[config.mk]
export PLATFORM = sky130hd
export DESIGN_NAME = bsg_manycore_ruche_link_buffer
export DESIGN_NICKNAME = d
export VERILOG_FILES = /design/src/rtl/bsg_manycore_ruche_link_buffer.sv
export SDC_FILE = /design/constraint.sdc
export NUM_CORES = 1
export LEC_CHECK = 0
export BUFFER_PORTS_ARGS = -buffer_cell sky130_fd_sc_hd__clkbuf_2
export CORE_AREA = 2 2 92 94
export DETAILED_ROUTE_END_ITERATION = 8
export DIE_AREA = 0 0 94 96
export PLACE_DENSITY = 0.79
export RECOVER_POWER = 50
export SYNTH_ARGS = -nofsm -noshare
export SYNTH_HDL_FRONTEND = slang
export SYNTH_SLANG_ARGS = --single-unit
export TNS_END_PERCENT = 20
[constraint.sdc]
create_clock -name clk_i -period 4.1 [get_ports clk_i]
set_input_delay 0.615 -clock clk_i [delete_from_list [all_inputs] [get_ports clk_i]]
set_output_delay 0.615 -clock clk_i [all_outputs]
set_load 0.01 [all_outputs]
[src/rtl/bsg_manycore_ruche_link_buffer.sv]
// Registered ruche-lane feedthrough: one circular-buffer FIFO per lane, E<->W swapped, ready_and or credit upstream.
// Optional per-lane stall statistics are enabled by defining BSG_MANYCORE_RUCHE_BUF_STATS_EN.
module bsg_manycore_ruche_link_buffer #(
  parameter int width_p        = 0,
  parameter int ruche_factor_p = 3,
  parameter int els_p          = 2,
  parameter int use_credits_p  = 0,
  localparam int data_w_lp     = (width_p > 0) ? width_p : 1
) (
  input  logic                                          clk_i,
  input  logic                                          reset_n_i,
  input  logic [ruche_factor_p-1:0][1:0]                v_i,
  input  logic [ruche_factor_p-1:0][1:0][data_w_lp-1:0] data_i,
  output logic [ruche_factor_p-1:0][1:0]                ready_o,
  output logic [ruche_factor_p-1:0][1:0]                v_o,
  output logic [ruche_factor_p-1:0][1:0][data_w_lp-1:0] data_o,
  input  logic [ruche_factor_p-1:0][1:0]                ready_i,
  output logic [ruche_factor_p-1:0][1:0]                overflow_o,
  output logic [ruche_factor_p-1:0][1:0][31:0]          stall_cnt_o
);

  localparam int ptr_w_lp = $clog2(els_p);
  localparam int cnt_w_lp = $clog2(els_p + 1);
  localparam bit credit_mode_lp = (use_credits_p != 0);

  // Explicit wrap so non-power-of-2 depths stay in range.
  function automatic logic [ptr_w_lp-1:0] ptr_inc(input logic [ptr_w_lp-1:0] p);
    return (p == ptr_w_lp'(els_p - 1)) ? '0 : p + 1'b1;
  endfunction

  for (genvar i = 0; i < ruche_factor_p; i++) begin : g_ruche
    for (genvar d = 0; d < 2; d++) begin : g_dir
      // Input lane [i][d] drains onto the opposite direction of the same ruche index.
      localparam int od = 1 - d;

      logic [data_w_lp-1:0] mem [els_p];
      logic [ptr_w_lp-1:0]  wr_ptr, rd_ptr;
      logic [cnt_w_lp-1:0]  count, count_next;
      logic                 not_full_q, credit_q, overflow_q;
      logic                 full, accept, enq, deq;

      assign full   = (count == cnt_w_lp'(els_p));
      assign deq    = (count != '0) & ready_i[i][od];
      assign accept = credit_mode_lp ? (~full | deq) : not_full_q;
      assign enq    = v_i[i][d] & accept;

      always_comb begin
        count_next = count;
        case ({enq, deq})
          2'b10:   count_next = count + 1'b1;
          2'b01:   count_next = count - 1'b1;
          default: count_next = count;
        endcase
      end

      // NOTE: state uses non-blocking assignments so every lane samples pre-edge values.
      always_ff @(posedge clk_i or negedge reset_n_i) begin
        if (!reset_n_i) begin
          wr_ptr     <= '0;
          rd_ptr     <= '0;
          count      <= '0;
          not_full_q <= 1'b0;
          credit_q   <= 1'b0;
          overflow_q <= 1'b0;
        end else begin
          if (enq) wr_ptr <= ptr_inc(wr_ptr);
          if (deq) rd_ptr <= ptr_inc(rd_ptr);
          count      <= count_next;
          not_full_q <= (count_next != cnt_w_lp'(els_p));
          credit_q   <= deq;
          overflow_q <= overflow_q | (v_i[i][d] & ~accept);
        end
      end

      // NOTE: payload storage has no reset; v_o (from count) qualifies every read.
      always_ff @(posedge clk_i) begin
        if (enq) mem[wr_ptr] <= data_i[i][d];
      end

      assign v_o[i][od]        = (count != '0);
      assign data_o[i][od]     = mem[rd_ptr];
      assign ready_o[i][d]     = credit_mode_lp ? credit_q : not_full_q;
      assign overflow_o[i][d]  = credit_mode_lp ? overflow_q : 1'b0;

`ifdef BSG_MANYCORE_RUCHE_BUF_STATS_EN
      logic [31:0] stall_q;
      always_ff @(posedge clk_i or negedge reset_n_i) begin
        if (!reset_n_i) begin
          stall_q <= '0;
        end else if ((count != '0) & ~ready_i[i][od] & (stall_q != 32'hFFFF_FFFF)) begin
          stall_q <= stall_q + 32'd1;
        end
      end
      assign stall_cnt_o[i][od] = stall_q;
`else
      assign stall_cnt_o[i][od] = '0;
`endif
    end
  end

endmodule

# Word-level counts from Yosys, hierarchy flattened
# Memories as Yosys holds them, arrays and structs flattened.
# Cells that the tools add are included.
[word_totals] out_inout_bits=216 ff_bits=30 ram_bits=12 memories=6 in_bits=20
[mem_list] name="g_ruche[0].g_dir[0].mem" depth=2 word_bits=1 rd=1 rd_ports_with_merged_regs=0 wr=1 line_no="36" source="logic [data_w_lp-1:0] mem [els_p];"
[mem_list] name="g_ruche[0].g_dir[1].mem" depth=2 word_bits=1 rd=1 rd_ports_with_merged_regs=0 wr=1 line_no="36"
[mem_list] name="g_ruche[1].g_dir[0].mem" depth=2 word_bits=1 rd=1 rd_ports_with_merged_regs=0 wr=1 line_no="36"
[mem_list] name="g_ruche[1].g_dir[1].mem" depth=2 word_bits=1 rd=1 rd_ports_with_merged_regs=0 wr=1 line_no="36"
[mem_list] name="g_ruche[2].g_dir[0].mem" depth=2 word_bits=1 rd=1 rd_ports_with_merged_regs=0 wr=1 line_no="36"
[mem_list] name="g_ruche[2].g_dir[1].mem" depth=2 word_bits=1 rd=1 rd_ports_with_merged_regs=0 wr=1 line_no="36"
[op_classes] n_mux=30 n_eq_ne=18 reduce_logical=6 n_bitwise=12 add_sub_neg=24
[op_table] cell="1-bit 2-to-1 mux" count=24
[op_table] cell="2-bit case mux with 2 select lines" count=6
[op_table] cell="1-bit adder, second input constant" count=12
[op_table] cell="2-bit by 1-bit adder with 2-bit output, second input constant" count=6
[op_table] cell="1-bit bitwise AND" count=12
[op_table] cell="2-bit by 1-bit == test with 1-bit output, second input constant" count=6
[op_table] cell="2-bit == test, second input constant" count=6
[op_table] cell="2-bit != test, second input constant" count=6
[op_table] cell="2-bit nonzero test" count=6
[op_table] cell="2-bit by 1-bit subtractor with 2-bit output, second input constant" count=6

# Longest topological paths before layout
[depth] ltp_word=5 mapped_depth=6 mapped_depth_nobuf=6

# Worst setup path after synthesis
# OpenSTA, ideal clock, no wires.
[synth_path] kind="reg2reg" from="register g_ruche[0].g_dir[0].count[0]" to="register g_ruche[0].g_dir[0].not_full_q" stages_incl_launch_ff=7 required_ns=3.964 period_less_slack_ns=1.583 setup_time_ns=0.136 arrival_time_ns=1.447 n_path_buf=0 slack_ns=2.517 cell_sequence="dfrtp_1 -> or2_1 -> and2_4 -> ha_1 -> nand3b_1 -> o21ai_0 -> a32oi_1"
[synth_rtl] element="from (decl)" line_no="38" source="logic [cnt_w_lp-1:0] count, count_next;"
[synth_rtl] element="from (signal assigned)" line_no="68" source="count <= count_next;"
[synth_rtl] element="to (signal assigned)" line_no="69" source="not_full_q <= (count_next != cnt_w_lp'(els_p));"
[synth_rtl] element="to (decl)" line_no="39" source="logic not_full_q, credit_q, overflow_q;"

==> key figures <==
Status
  • Run status: finished, violations left
  • Failing checks: max-capacitance violations, max-slew violations

Critical path
  • Worst path slowest cell: dfrtp_1
  • WP data required: approximately 3.5 ns
  • CP startpoint: g_ruche[1].g_dir[1].count[0]
  • Startpoint Class: flip-flop
  • Reg-to-Reg Start: g_ruche[0].g_dir[0].count[0]
  • Critical path class: reg2out
  • CP Cell Sequence: or2_4, clkbuf_2
  • Critical path's top delay family: flip-flops
  • Crit path arrival time: roughly 1.1 ns
  • Critical path depth in cells: 2
  • FF-to-FF path depth: 6
  • Worst path max stage delay: ~0.45 ns
  • Crit-path max FO: 5
  • Worst Path Buf+Inv: 1
  • Critical Path End Type: primary output

Clocking
  • Post_cts resized: 0
  • Worst-Skew Late Latency: 0.29 ns
  • Clock transition at path regs: roughly 0.080 ns
  • Total setup buffers inserted after CTS: 0
  • Clock Sinks: 42
  • CTS tree: yes
  • Clock root buffer master: clkbuf_8
  • H-tree depth: 2
  • Post-cts hold buffer count: 0
  • CTS Buffer Depth: 2
  • CTS Buf Count: 5

Global routing
  • Largest net degree at the start of global routing: 31
  • Vias in the first global route: around 1300
  • Gr usage total: 0.0792
  • Initial antenna violation count: 0
  • First-pass GRT wire length: around 5600 um
  • Grt total ovfl: 0

Route
  • Post-Route WL: between 4000 and 5000 um
  • Antenna Nets Post-Route: 0
  • DRT Pass-1 Iters: 6
  • Total number of vias: ~1700
  • # DRC: 0
  • Initial drt markers: 50
  • Drt via density: around 3.4
  • WL/cell: a little under 9 um

Timing
  • Final setup violation count: 0
  • Min Tclk post-route: roughly 1.8 ns
  • TNS Setup: 0 ns
  • Final WS setup: approximately 2.3 ns
  • RSZ-0062 raised after global routing: no
  • Worst rel slew slack: -0.107
  • Fin. Hold Viols: 0
  • Worst Tran Pin Value: between 1.5 and 2 ns
  • Final Cycle Share: 0.428
  • Final Max Slew Viols: 31
  • Fmax: ~0.57 GHz
  • Clk_skew: ~0.0094 ns

Logic synthesis
  • #FFs+latches synth: 42
  • Syn Std Cell Area: 0.00342 mm^2
  • Synth Instances: ~350
  • Mean Syn Cell Area: 9.65 um^2
  • Synth cell types: 21
  • Yosys Warn Count: 0
  • Register area share after synthesis: 0.325

Placement
  • Dpl ws: ~2.4 ns
  • Final Wtd Congestion: between 0.7 and 0.8
  • # port buffers: 37
  • Final HPWL DP: between 3000 and 4000 um

Cells and area
  • # diodes: 0
  • Most frequent cells in the layout: conb_1, dfrtp_1, clkbuf_2
  • Layout Utilization: 0.381
  • Share of cells above drive strength 1: 0.130
  • Final net count: between 400 and 500
  • Area Growth Syn to Fin: -10.2%
  • Leading cell type in the layout, fill and taps excluded: conb_1

Floorplan
  • Initial Util: 0.424
  • I/O pin count: around 240
  • Core ar.: slightly above 0.008 mm^2
  • Die height: roughly 96 um
  • Chip Width: between 90 and 100 um
  • Row Count: 33
  • DIE AREA: 0.00902 mm^2

Min path
  • Hold_sp: g_ruche[0].g_dir[1].rd_ptr
  • Worst hold path class: reg2reg
  • Worst Hold Depth: 1

Job
  • Max Cap Violations: 1

Pwr
  • VDD IR max: between 150 and 200 uV
  • Leakage: around 1.6 nW
  • PwrDens: roughly 630 mW/mm^2
==> cell usage after synthesis, drive strengths merged <==
cell	count	area [um^2]
ha	6	75.1
o21ai	3	15.0
a21oi	2	10.0
dfrtp	30	751
xor2	14	123
or2	6	45.1
inv	4	15.0
nor2	15	56.3
nand3b	3	22.5
conb	1	3.75
mux2	6	67.6
xnor2	19	166
edfxtp	12	360
nor3b	1	7.51
a31oi	1	6.26
buf	204	1530
and2	6	52.6
and3	6	37.5
nand2	12	45.0
a32oi	3	26.3
==> per-layer routing <==
layer / track usage / share of wire
met1: 0.0816 / 0.34
met3: 0.0211 / 0.11
met2: 0.153 / 0.54
met5: 0 / 0
met4: 0.0290 / 0.010
==> kinds of logic (layout without fill, tap and decap cells) <==
family / Yosys count / in the layout / synth area share
buffers and inverters: 208 / 49 / 0.453
other: 1 / 198 / 0.00110
flip-flops: 42 / 42 / 0.325
AO/OA/AOI/OAI: 9 / 9 / 0.0168
XOR/XNOR: 33 / 33 / 0.0846
multiplexers: 6 / 6 / 0.0198
adder cells (fa/ha/maj): 6 / 6 / 0.0220
AND/OR/NAND/NOR: 49 / 49 / 0.0780
==> flip-flops by register name, summed over array words and instances (netlist names) <==
register and count:
g_ruche.g_dir.mem 12, g_ruche.g_dir.count 12, g_ruche.g_dir.rd_ptr 6, g_ruche.g_dir.wr_ptr 6, g_ruche.g_dir.accept 6
==> area by class of cell <==
| type | count | area, um^2 |
|---|---|---|
| clock buffers | 5 | 68.8 |
| clock inverters | 3 | 68.8 |
| fillers | 813 | 4980 |
| inverters | 4 | 15.0 |
| multi-input cells | 301 | 1500 |
| flip-flops and latches | 42 | 1110 |
| well taps | 105 | 131 |
| repair buffers | 37 | 174 |
==> worst paths after layout <==
kind / end / slack [ns]
worst min-delay path: g_ruche[0].g_dir[1].rd_ptr / 0.47
min in group asynchronous: g_ruche[2].g_dir[0].wr_ptr / 0.74
worst max-delay path: v_o[2] / 2.35
worst max register to register: g_ruche[0].g_dir[0].accept / 2.41
max in group asynchronous: g_ruche[2].g_dir[1].count[0] / 2.39
worst min register to register: g_ruche[0].g_dir[1].rd_ptr / 0.47
==> per-stage QoR <==
| step | instances | total power [mW] | area, um^2 | hold WS, ns |
|---|---|---|---|---|
| floorplan | 551 | 1.53 | 4160 | 0.319 |
| global placement | 489 | 1.52 | 2940 | 0.467 |
| detailed placement | 489 | 1.56 | 2940 | 0.467 |
| CTS | 497 | 1.96 | 3080 | 0.410 |
| global route | 497 | 2.08 | 3070 | 0.502 |
| finish | 497 | 1.94 | 3070 | 0.474 |
==> where the power goes <==
| part | internal (mW) | leakage, nW | switching [mW] |
|---|---|---|---|
| Clock | 0.244 | 0.0683 | 0.142 |
| Combinational | 0.369 | 1.12 | 0.405 |
| Sequential | 0.616 | 0.452 | 0.160 |
Note: power is estimated with default switching activity, not from simulation.
